`src/rtl/prog_loader.sv`:
```
// Boot loader: assembles a big-endian word stream into instruction memory,
// verifies an XOR checksum and releases the core only after a clean load.
module prog_loader #(
  parameter int ADDR_W = 10
) (
  input  logic              clk1,
  input  logic              reset,
  input  logic              in_valid,
  input  logic [7:0]        in_data,
  output logic              in_ready,
  input  logic              restart,
  output logic              mem_we,
  output logic [ADDR_W-1:0] mem_addr,
  output logic [31:0]       mem_wdata,
  output logic              cpu_run,
  output logic              load_done,
  output logic              load_err
);

  typedef enum logic [2:0] {
    HDR_HI,
    HDR_LO,
    DATA,
    CSUM,
    RUN,
    ERR
  } state_t;

  localparam logic [16:0] CAP = 17'(1) << ADDR_W;

  state_t state;
  state_t state_nx;

  logic [7:0]    n_hi;
  logic [15:0]   n_words;
  logic [1:0]    bcnt;
  logic [ADDR_W:0] widx;
  logic [7:0]    csum;
  logic [23:0]   asm_q;

  logic          take;
  logic [16:0]   n_hdr;
  logic [16:0]   widx_inc;
  logic [31:0]   word_nx;
  logic          last_byte;
  logic          last_word;
  logic          csum_ok;
  logic          clr;

  assign take      = in_valid && in_ready;
  assign n_hdr     = {1'b0, n_hi, in_data};
  assign widx_inc  = 17'(widx) + 17'd1;
  assign word_nx   = {asm_q, in_data};
  assign last_byte = bcnt == 2'd3;
  assign last_word = widx_inc == {1'b0, n_words};
  assign csum_ok   = in_data == csum;
  assign clr       = restart && (state == RUN || state == ERR);

  always_ff @(posedge clk1 or posedge reset) begin
    if (reset) begin
      state <= HDR_HI;
    end else begin
      state <= state_nx;
    end
  end

  always_comb begin
    state_nx = state;
    in_ready = 1'b0;
    cpu_run  = 1'b0;
    load_err = 1'b0;
    unique case (state)
      HDR_HI: begin
        in_ready = 1'b1;
        if (in_valid) state_nx = HDR_LO;
      end
      HDR_LO: begin
        in_ready = 1'b1;
        if (in_valid) begin
          if (n_hdr > CAP)          state_nx = ERR;
          else if (n_hdr == 17'd0)  state_nx = CSUM;
          else                      state_nx = DATA;
        end
      end
      DATA: begin
        in_ready = 1'b1;
        if (in_valid && last_byte && last_word) state_nx = CSUM;
      end
      CSUM: begin
        in_ready = 1'b1;
        if (in_valid) state_nx = csum_ok ? RUN : ERR;
      end
      RUN: begin
        cpu_run = 1'b1;
        if (restart) state_nx = HDR_HI;
      end
      ERR: begin
        load_err = 1'b1;
        if (restart) state_nx = HDR_HI;
      end
      default: state_nx = HDR_HI;
    endcase
  end

  always_ff @(posedge clk1 or posedge reset) begin
    if (reset) begin
      n_hi      <= '0;
      n_words   <= '0;
      bcnt      <= '0;
      widx      <= '0;
      csum      <= '0;
      asm_q     <= '0;
      mem_we    <= 1'b0;
      mem_addr  <= '0;
      mem_wdata <= '0;
      load_done <= 1'b0;
    end else begin
      mem_we    <= 1'b0;
      load_done <= 1'b0;
      if (clr) begin
        bcnt  <= '0;
        widx  <= '0;
        csum  <= '0;
        asm_q <= '0;
      end
      if (take) begin
        case (state)
          HDR_HI: n_hi <= in_data;
          HDR_LO: n_words <= {n_hi, in_data};
          DATA: begin
            asm_q <= word_nx[23:0];
            csum  <= csum ^ in_data;
            bcnt  <= bcnt + 2'd1;
            // word complete: present it to memory next cycle
            if (last_byte) begin
              mem_we    <= 1'b1;
              mem_addr  <= widx[ADDR_W-1:0];
              mem_wdata <= word_nx;
              widx      <= widx + 1'b1;
            end
          end
          CSUM: load_done <= csum_ok;
          default: ;
        endcase
      end
    end
  end

endmodule

```
`config.mk`:
```
export PLATFORM = sky130hd
export DESIGN_NAME = prog_loader
export DESIGN_NICKNAME = d
export VERILOG_FILES = /design/src/rtl/prog_loader.sv
export SDC_FILE = /design/constraint.sdc
export NUM_CORES = 1
export LEC_CHECK = 0
export CAP_MARGIN = 10
export CORE_ASPECT_RATIO = 0.6
export CORE_UTILIZATION = 40
export DETAILED_ROUTE_END_ITERATION = 7
export PLACE_DENSITY_LB_ADDON = 0.2
export SYNTH_ARGS = -nofsm -noshare
export SYNTH_HDL_FRONTEND = slang
export SYNTH_SLANG_ARGS = --single-unit
```
`constraint.sdc`:
```
create_clock -name clk1 -period 3.8 [get_ports clk1]
set_input_delay 0.76 -clock clk1 [delete_from_list [all_inputs] [get_ports clk1]]
set_output_delay 0.76 -clock clk1 [all_outputs]
set_load 0.005 [all_outputs]
```
# Word level (Yosys, flattened, before mapping)
# Index checks and enable logic that the tools add are counted.
# classes
n_addsub	3
magnitude_cmp	1
n_eq_ne	13
muxes	30
bitwise	1
n_reduce_logical	13
# ops
operator	count
two-way mux 24 bit	3
two-way mux 11 bit	4
two-way mux 8 bit	3
two-way mux 3 bit	6
zero test 17 bit	1
== test 12 x 16 -> 1 bit	1
greater-than comparator 16 x 11 -> 1 bit (second input constant)	1
case mux 3 bit (5 select lines)	1
adder 11 x 1 -> 12 bit (second input constant)	1
adder 11 x 1 -> 11 bit (second input constant)	1
two-way mux 1 bit	10
== test 8 bit	1
!= test 2 bit (second input constant)	4
XOR 8 bit	1
== test 3 x 2 -> 1 bit (second input constant)	2
== test 3 bit (second input constant)	2
two-way mux 2 bit	3
AND reduction 5 bit	1
logical AND 1 bit	4
AND reduction 2 bit	2
OR reduction 4 bit	1
== test 3 x 1 -> 1 bit (second input constant)	1
zero test 3 bit	1
AND reduction 3 bit	1
other kinds (5)	5
# totals
regBits	116
output_inout_bits	47
elab_cells	72

# Logic depth before layout (Yosys ltp)
# Gate-level depths: netlist of run 1.
# logic_depth
word_depth	7
mapped_depth	10
ltp_nobuf	7

# Worst setup path before layout of run 1
# OpenSTA, ideal clock, no wires.
# synth_timing
path_type	input to register
from	input in_valid
to	register n_words[0]
setup_time_ns	0.125
arrival_time_ns	1.967
required_ns	3.675
path_slack_ns	1.708
cell_stages	5
path_buffers	2
path_cell_list	buf_2 > nand2_1 > nor2_1 > buf_2 > mux2_2
# synth_via
elab_chain_len	2
# synth_lines
item	line_no	text
start, declared	8	input logic in_valid,
logical AND 1 bit	50	assign take = in_valid && in_ready;
AND reduction 2 bit (no line)	-	
end signal, assigned	129	HDR_LO: n_words <= {n_hi, in_data};
end, declared	35	logic [15:0] n_words;
# No other way between the ends.
# A chain may end at the register's enable or synchronous reset.

# Final worst setup path of run 1
# layout_timing
from	input in_valid
to	register mem_wdata[21]
# layout_via
elab_chain_len	2
# layout_lines
item	line_no	text
logical AND 1 bit	50	
AND reduction 3 bit (no line)	-	
end signal, assigned	138	mem_wdata <= word_nx;
end, declared	14	output logic [31:0] mem_wdata,
# No other way between the ends.

==> results of run 1 <==
==> cell usage in the layout (no fill, tap or decap), types with 4 or more instances in the layout <==
master	synthesis	layout
a21oi_1	6	5
a22o_1	17	17
nor3_1	7	7
nand4_1	5	5
nor2_1	17	17
o21ai_0	28	28
nand2_1	176	175
mux2_2	23	23
xnor2_1	12	12
buf_4	2	6
clkdlybuf4s50_1	0	58
nand3_1	10	10
xor2_1	13	13
o31ai_1	4	4
clkinvlp_4	0	5
o21ai_1	6	6
dfrtp_1	116	116
clkbuf_16	0	17
==> where the power goes <==
group / internal (W) / switching [W] / leakage, nW
Combinational: 0.000289 / 0.000273 / 1.11
Sequential: 0.00139 / 0.000148 / 1.57
Clock: 0.00108 / 0.000571 / 0.291
Total: 0.00276 / 0.000992 / 2.96
==> layout make-up <==
cell class | count | area [sq um]
multi-input cells | 353 | 1978
fillers | 1100 | 5724
repair buffers | 65 | 645.6
well taps | 165 | 206.4
clock inverters | 11 | 151.4
inverters | 5 | 22.52
clock buffers | 21 | 470.5
flip-flops and latches | 116 | 2903
==> synthesized netlist by cell type <==
cell type  instances  share of area (%)
o221ai_1           1               0.18
nand4_1            5               0.63
nor2b_1            1               0.13
nand2b_1           2               0.25
buf_4              2               0.30
o31ai_1            4               0.60
a21oi_1            6               0.60
a21boi_1           1               0.15
a311oi_1           1               0.18
dfrtp_1          116                 58
or2_1              1               0.13
nand3_1           10                1.0
xnor2_1           12                2.1
clkbuf_1          12               0.90
o21ai_1            6               0.60
inv_1              3               0.23
ha_1               2               0.50
nor4_1             3               0.38
o31ai_2            1               0.25
or4_1              2               0.30
nor2b_4            1               0.28
nand2_1          176                 13
inv_2              2               0.15
mux2_2            23                5.2
nor3_1             7               0.70
buf_2             10                1.0
a2111oi_1          1               0.20
and3_1             1               0.13
o21ai_0           28                2.8
mux2_1             1               0.23
nor3b_1            1               0.15
buf_1              2               0.15
a22o_1            17                3.0
mux2i_1            1               0.20
xor2_1            13                2.3
nor3_2             2               0.40
nand3_2            1               0.20
nor4bb_1           1               0.20
o211a_1            1               0.20
o22ai_1            1               0.13
nor4_2             1               0.25
a21bo_2            1               0.20
nor2_1            17                1.3
==> kinds of logic (layout without fill, tap and decap cells) <==
group	Yosys count	in the layout	share of synthesized area, %
xor+xnor	25	25	4.383
simple gates	232	232	19.61
compound gates	69	69	9.066
mux	25	25	5.610
buf+inv	31	102	2.730
fa+ha+maj	2	2	0.5008
flops	116	116	58.10
==> metrics by stage <==
step / utilization, % / cell area [sq um] / instances / setup WS (ns) / power, W
final: 52.70 / 6377 / 736 / 1.092 / 0.003753
after global routing: 52.70 / 6377 / 736 / 0.9123 / 0.003910
after CTS: 52.70 / 6377 / 736 / 1.106 / 0.003782
after floorplan: - / 5000 / 500 / 1.627 / 0.001927
after global placement: 47.56 / 5756 / 704 / 0.8226 / 0.002096
after detailed placement: 47.56 / 5756 / 704 / 0.6865 / 0.002112
==> worst min-delay path, stage by stage, from the launching register on <==
cell	delay [ns]
dfrtp_1	0.34
nand2_1	0.05
nand2_1	0.05
==> how the worst max path moves through the flow <==
stage               startpoint       endpoint  slack [ns]  cells after the start
floorplan                reset       asm_q[0]        1.63                      1
global placement      in_valid  mem_wdata[15]        0.82                      8
detailed placement    in_valid  mem_wdata[21]        0.69                      8
CTS                   in_valid  mem_wdata[12]        1.11                      8
global route          in_valid  mem_wdata[22]        0.91                      8
finish                in_valid  mem_wdata[21]        1.09                      8
==> routing by layer <==
| metal | global-route usage [%] | wire [um] | up-vias |
|---|---|---|---|
| met5 | 0 | 0 | - |
| met4 | 10.98 | 257 | 0 |
| li1 | - | - | 1807 |
| met1 | 29.51 | 6058 | 1825 |
| met2 | 26.49 | 4700 | 123 |
| met3 | 4.381 | 640 | 21 |
==> registers in the layout, indices dropped and copies added (netlist names) <==
register	cells
asm_q	24
csum	8
load_done	1
state	3
n_hi	8
mem_wdata	32
widx	11
mem_addr	10
bcnt	2
mem_we	1
n_words	16
==> results.ini, run 1 <==
[floorplan]
core_area_sq_um=12100
die_w_um=146.3
chipHeight_um=88.57
die-area_sq_um=12960
io_pins=59
initial_core_util_pct=41.28
rows=31

[timing]
fmax_ghz=0.3693
fin_skew_ns=0.007553
min_period_over_period_pct=71.27
finalSetupViolCount=0
min_period_ns=2.708
hold_viol_final=0
maxSlewViolCount=0
slew_headroom_pct=49.46
setup-tns-final_ns=0
tightest_slew_ns=0.7564
whs_ns=0.4700
rsz0062_at_grt=no

[setup_path]
worstReg2RegEnd=mem_wdata[21]
r2r_slack_ns=1.55
critPathBufInv=4
critPathRequiredTime_ns=4.15
cp.arrival_ns=3.06
crit_slowest_cell=clkdlybuf4s50_1
path_cells=clkdlybuf4s50_1 > nor4bb_4 > nand2_2 > buf_4 > inv_2 > buf_4 > nand2_1 > nand2_1
r2r_start=state[0]
path_class=in -> reg
crit_family=buffers and inverters
cp-end-kind=flop
ff2ff_path_depth=7
critPathMaxStageDelay_ns=0.64
path_max_fanout=26
start_kind=input port

[worst_hold_path]
hold_end=mem_wdata[27]
hold_path.class=reg -> reg
whs_path_depth=2
hp-start=mem_wdata[27]

[routing]
drt-wirelength-per-cell_um=15.84
drc=0
first_pass_iters=5
vias_per_cell=5.130
drt-initial-drc-count=264
vias=3776
drt_wl_total_um=11660
antenna_left=0

[place]
dp_hpwl_um=7685
io_buffer_count=58
place_congestion=0.8725

[cts]
cts_tree=done
cts_sinks=116
cts_max_path_buffers=2
cts_root_buf=clkbuf_16
ctsHoldBuffers=0
cts_setup_buffers=0
htreeDepth=4
clkSlewWorstSetupHoldPaths_ns=0.05
ctsResizeCount=0
cts_made_buffers=17
clk_latency_ns=0.42

[synth]
syn_inst=500
yosysSeqAreaShare_pct=58.10
synthesis.area_sq_um=4996
avgSynthCellArea_sq_um=9.992
synth_nets=514
ys_ff_latch=116
yosysWarnings=0
ys_types=43

[cells_and_area]
drive_gt1_share_pct=12.96
n_antenna_cell=0
layout-area-overhead-vs-synth_pct=27.65
nets=572

[power_and_ir_drop]
ir_drop_uv=348.1
p_leak_nw=2.963
pwr_density_cell_nw_per_um2=588.4

[status]
outcome=finished, final reports clean

[global_routing]
antenna_found_initial=0
grt_first_pass_wirelength_um=19070
grt_pass1_vias=3574
grt_overflow=0
grt_max_degree=84
grt_usage_pct=19.79

[job]
maxCapViolCount=0

No activity file was read; power rests on OpenSTA's default activity.
==> inputs of run 2 (changes only) <==
==> constraint.sdc (replaced) <==
create_clock -name clk1 -period 2.6 [get_ports clk1]
set_input_delay 0.52 -clock clk1 [delete_from_list [all_inputs] [get_ports clk1]]
set_output_delay 0.52 -clock clk1 [all_outputs]
set_load 0.005 [all_outputs]
==> results.ini, run 2 (synthesis results as in run 1) <==
[status]
outcome=finished, final reports clean

[floorplan]
die-area_sq_um=12960  ; unchanged
initial_core_util_pct=41.28  ; unchanged
rows=31  ; unchanged
chipHeight_um=88.57  ; unchanged
io_pins=59  ; unchanged
core_area_sq_um=12100  ; unchanged
die_w_um=146.3  ; unchanged

[timing]
setup-tns-final_ns=0  ; unchanged
tightest_slew_ns=0.6532  ; -0.1032 ns
fin_skew_ns=0.01007  ; +0.002519 ns
whs_ns=0.4694  ; -0.0005880 ns
slew_headroom_pct=56.45  ; +7.0 points
min_period_ns=2.415
rsz0062_at_grt=no
finalSetupViolCount=0  ; unchanged
hold_viol_final=0  ; unchanged
maxSlewViolCount=0  ; unchanged
min_period_over_period_pct=92.88
fmax_ghz=0.4141

[cells_and_area]
largest_reg_flops=32  ; unchanged
layout-area-overhead-vs-synth_pct=29.55
nets=584  ; +2.1%
regMostFlops=mem_wdata
final_cell_mix=nand2_1, dfrtp_1, clkdlybuf4s50_1
final_common_cell=nand2_1
utilization_pct=53.48  ; +0.79 points
n_antenna_cell=0  ; unchanged
largestRegisters=mem_wdata: 32 flops, asm_q: 24 flops, n_words: 16 flops
drive_gt1_share_pct=14.92  ; +2.0 points
fill_cells=1076  ; -2.2%

[setup_path]
critPathRequiredTime_ns=2.08  ; -2.07 ns
cp.arrival_ns=1.89  ; -1.17 ns
worstReg2RegEnd=state[0]
start_kind=flop
setup.worst_path.start=state[0]
critPathMaxStageDelay_ns=0.60  ; -0.04 ns
crit_slowest_cell=dfrtp_1
path_max_fanout=9  ; -65%
crit_path_end=load_err
path_cells=nand2b_1 > nor2_1 > clkdlybuf4s50_1
critPathBufInv=1  ; -3
r2r_start=widx[0]
cp-end-kind=output port
ff2ff_path_depth=7  ; unchanged
crit_family=flip-flops
r2r_slack_ns=0.45  ; -1.10 ns
path_class=reg -> out
cp_num_cells=3  ; -5

[global_routing]
grt_usage_pct=20.30  ; +0.50 points
grt_overflow=0  ; unchanged
grt_max_degree=117  ; +39%
grt_pass1_vias=3589  ; +0.42%
grt_first_pass_wirelength_um=19580  ; +2.7%
antenna_found_initial=0  ; unchanged

[routing]
vias=3856  ; +2.1%
wl_met1_um=6598  ; +8.9%
drc=0  ; unchanged
first_pass_iters=5  ; unchanged
antenna_left=0  ; unchanged
drt_wl_total_um=12180  ; +4.5%
drt-wirelength-per-cell_um=16.28  ; +2.8%
drt-initial-drc-count=340  ; +29%
dr_wl_met3_um=710  ; +11%
vias_per_cell=5.155  ; +0.48%
top_layer=met4
wl_met2_um=4721  ; +0.45%

[power_and_ir_drop]
p_leak_nw=3.027  ; +2.2%
ir_drop_uv=491.6  ; +41%
pwr_density_cell_nw_per_um2=853.2  ; +45%
finalPower_w=0.005523  ; +47%

[job]
maxCapViolCount=0  ; unchanged

[place]
place_congestion=0.8483  ; -2.8%
io_buffer_count=58  ; unchanged
dp_hpwl_um=8232  ; +7.1%

[cts]
cts_tree=done
clk_latency_ns=0.42  ; about the same
cts_sinks=116  ; unchanged
cts_root_buf=clkbuf_16
cts_setup_buffers=0  ; unchanged
ctsHoldBuffers=0  ; unchanged
cts_max_path_buffers=2  ; unchanged
ctsResizeCount=0  ; unchanged
clkSlewWorstSetupHoldPaths_ns=0.06  ; about the same
htreeDepth=4  ; unchanged
cts_made_buffers=17  ; unchanged

[worst_hold_path]
hold_path.class=reg -> reg

-- run 2: cell count changes in the layout (fill, tap and decap cells not counted), sizes merged --
cell | previous run | this run
buf | 7 | 19
bufinv | 3 | 2
inv | 4 | 8
clkbuf | 21 | 19
clkinvlp | 5 | 4
-- run 2: worst min-delay path, cell delays in order (launching register included) --
cell and delay, ns:
dfrtp_1 0.34, nand2_1 0.05, nand2_1 0.05
-- run 2: stage by stage --
step / std cells / worst slack [ns] / area (sq um)
floorplan: 500 / 0.6666 / 5000
CTS: 748 / 0.1850 / 6472
detailed placement: 716 / 0.09827 / 5871
global route: 748 / 0.1271 / 6472
finish: 748 / 0.1852 / 6472
global placement: 716 / 0.2007 / 5871
-- run 2: per-layer routing --
| metal | GRT usage [%] | vias up |
|---|---|---|
| li1 | - | 1828 |
| met1 | 32.26 | 1897 |
| met2 | 26.28 | 118 |
| met3 | 4.175 | 13 |
| met4 | 7.955 | 0 |
| met5 | 0 | - |
-- run 2: cell type report --
class | instances | area, sq um | share of cell area, %
Clock buffer | 19 | 452.9 | 6.998
Clock inverter | 13 | 148.9 | 2.300
Inverter | 5 | 22.52 | 0.3480
Multi-Input combinational cell | 353 | 1978 | 30.56
Sequential cell | 116 | 2903 | 44.85
Tap cell | 165 | 206.4 | 3.190
Timing Repair Buffer | 77 | 760.7 | 11.75
-- run 2: power by group --
| group | internal (W) | switching [W] | leakage [nW] |
|---|---|---|---|
| Clock | 0.00147 | 0.000891 | 0.287 |
| Combinational | 0.000454 | 0.000424 | 1.17 |
| Sequential | 0.00203 | 0.000251 | 1.57 |
| Total | 0.00396 | 0.00157 | 3.03 |
-- run 2: worst min-delay path by stage --
stage	from	to	cells past startpoint
finish	mem_wdata[28]	mem_wdata[28]	2
global route	mem_wdata[28]	mem_wdata[28]	2
CTS	mem_wdata[19]	mem_wdata[19]	2
detailed placement	mem_wdata[19]	mem_wdata[19]	2
global placement	mem_wdata[15]	mem_wdata[15]	2
floorplan	asm_q[16]	mem_wdata[24]	2
==> inputs of run 3 (changes only) <==
--- a/config.mk
+++ b/config.mk
@@ -7,6 +7,7 @@
 export LEC_CHECK = 0
 export CAP_MARGIN = 10
 export CORE_ASPECT_RATIO = 0.6
+export CORE_MARGIN = 2
 export CORE_UTILIZATION = 40
 export DETAILED_ROUTE_END_ITERATION = 7
 export PLACE_DENSITY_LB_ADDON = 0.2
==> results.ini, run 3 (synthesis results as in run 1) <==
[global_routing]
grt_busiest_layer=met1
grt_pass1_vias=3702  ; +3.1%
grt_first_pass_wirelength_um=19510  ; -0.35%
grt_max_degree=42  ; -64%
met2_usage_pct=24.46  ; -1.8 points
grt_usage_pct=18.85  ; -1.4 points
antenna_found_initial=0  ; unchanged
grt_use_met1_pct=29.11  ; -3.1 points
use_met3_pct=5.606  ; +1.4 points
grt_overflow=0  ; unchanged

[cells_and_area]
largest_reg_flops=32  ; unchanged
final_cell_mix=nand2_1, dfrtp_1, clkdlybuf4s50_1
fill_cells=1074  ; -0.19%
drive_gt1_share_pct=15.62  ; +0.70 points
regMostFlops=mem_wdata
final_common_cell=nand2_1
nets=590  ; +1.0%
stdcell_count=754  ; +0.80%
utilization_pct=54.05  ; +0.56 points
layout-area-overhead-vs-synth_pct=31.33
n_antenna_cell=0  ; unchanged
largestRegisters=mem_wdata: 32 flops, asm_q: 24 flops, n_words: 16 flops

[routing]
first_pass_iters=4  ; -1
vias=3777  ; -2.0%
drt-wirelength-per-cell_um=15.63  ; -4.0%
vias_per_cell=5.009  ; -2.8%
drt_wl_total_um=11780  ; -3.2%
antenna_left=0  ; unchanged
drc=0  ; unchanged
drt-initial-drc-count=216  ; -36%

[setup_path]
start_kind=flop
path_max_fanout=9  ; unchanged
cp.arrival_ns=1.84  ; -0.05 ns
cp-end-kind=output port
critPathRequiredTime_ns=2.08  ; about the same
path_class=reg -> out

[timing]
min_period_over_period_pct=90.84  ; -2.0 points
maxSlewViolCount=0  ; unchanged
tightest_slew_ns=0.5953  ; -0.05791 ns
setup-tns-final_ns=0  ; unchanged
slew_headroom_pct=60.23  ; +3.8 points
hold_viol_final=0  ; unchanged
finalSetupViolCount=0  ; unchanged
min_period_ns=2.362  ; -0.05279 ns
fin_skew_ns=0.006888  ; -0.003184 ns
fmax_ghz=0.4234  ; +2.2%
rsz0062_at_grt=no

[job]
maxCapViolCount=0  ; unchanged

[floorplan]
io_pins=59  ; unchanged
initial_core_util_pct=41.15  ; -0.13 points
core_area_sq_um=12140  ; +0.32%
rows=31  ; unchanged
chipHeight_um=90.57  ; +2.3%
die-area_sq_um=13430  ; +3.7%
die_w_um=148.3  ; +1.4%

[cts]
clkSlewWorstSetupHoldPaths_ns=0.05  ; about the same
clk_latency_ns=0.40  ; -0.02 ns
ctsResizeCount=0  ; unchanged
htreeDepth=4  ; unchanged
cts_tree=done
cts_setup_buffers=0  ; unchanged
cts_made_buffers=17  ; unchanged
ctsHoldBuffers=0  ; unchanged
cts_root_buf=clkbuf_16
cts_sinks=116  ; unchanged
cts_max_path_buffers=2  ; unchanged

[power_and_ir_drop]
p_leak_nw=3.088  ; +2.0%
finalPower_w=0.005639  ; +2.1%
pwr_density_cell_nw_per_um2=859.5  ; +0.73%
ir_drop_uv=505.2  ; +2.8%

[status]
outcome=finished, final reports clean

[place]
dp_hpwl_um=8317  ; +1.0%
place_congestion=0.8567  ; +0.99%
io_buffer_count=58  ; unchanged
dp_cells=722  ; +0.84%

[worst_hold_path]
hold_path.class=reg -> reg

==> run 3: cell count changes in the layout (fill, tap and decap cells not counted), moves of 2 or more <==
cell | previous run | this run
buf_4 | 16 | 22
bufinv_16 | 2 | 4
clkbuf_8 | 2 | 5
clkinv_2 | 1 | 4
clkinv_4 | 3 | 0
clkinvlp_4 | 4 | 2
inv_6 | 4 | 0
==> run 3: worst max-delay path: stages, from the launching register on <==
cell and delay (ns):
dfrtp_1 0.59, nand2b_1 0.21, nor2_1 0.13, clkdlybuf4s50_1 0.51
==> run 3: final timing paths <==
check                           endpoint     startpoint  cells past startpoint  slack [ns]
max reg2reg                     state[0]        widx[0]                      7        0.38
max in group asynchronous       widx[10]          reset                      3        1.47
min reg2reg                mem_wdata[21]  mem_wdata[21]                      2        0.47
max                             load_err       state[0]                      3        0.24
min                        mem_wdata[21]  mem_wdata[21]                      2        0.47
min in group asynchronous   mem_wdata[8]          reset                      2        0.53
==> run 3: report_power, final <==
group | switching [W] | internal [W] | total [W]
combinational | 0.000409 | 0.000459 | 0.000868
sequential | 0.000233 | 0.00203 | 0.00226
clock | 0.000784 | 0.00172 | 0.00251
total | 0.00143 | 0.00421 | 0.00564
==> run 3: per-layer routing <==
layer,share of wire (%),vias up
met3,6.0,11
met1,52,1834
met2,40,95
met4,1.2,0
li1,-,1837
met5,0,-
==> run 3: metrics by stage <==
step	setup WS, ns	hold slack, ns	instance area [sq um]
finish	0.2380	0.4686	6561
global route	0.09357	0.5013	6561
CTS	0.2150	0.4756	6561
detailed placement	0.1441	0.4622	5916
global placement	0.1413	0.4594	5916
floorplan	0.6666	0.4396	5000
==> run 3: final cells by class <==
cell class | instances | area (sq um) | share of cell area, %
clock inverters | 9 | 147.6 | 2.250
well taps | 165 | 206.4 | 3.146
repair buffers | 83 | 805.8 | 12.28
multi-input cells | 353 | 1978 | 30.15
flip-flops and latches | 116 | 2903 | 44.24
inverters | 5 | 22.52 | 0.3432
clock buffers | 23 | 498.0 | 7.590
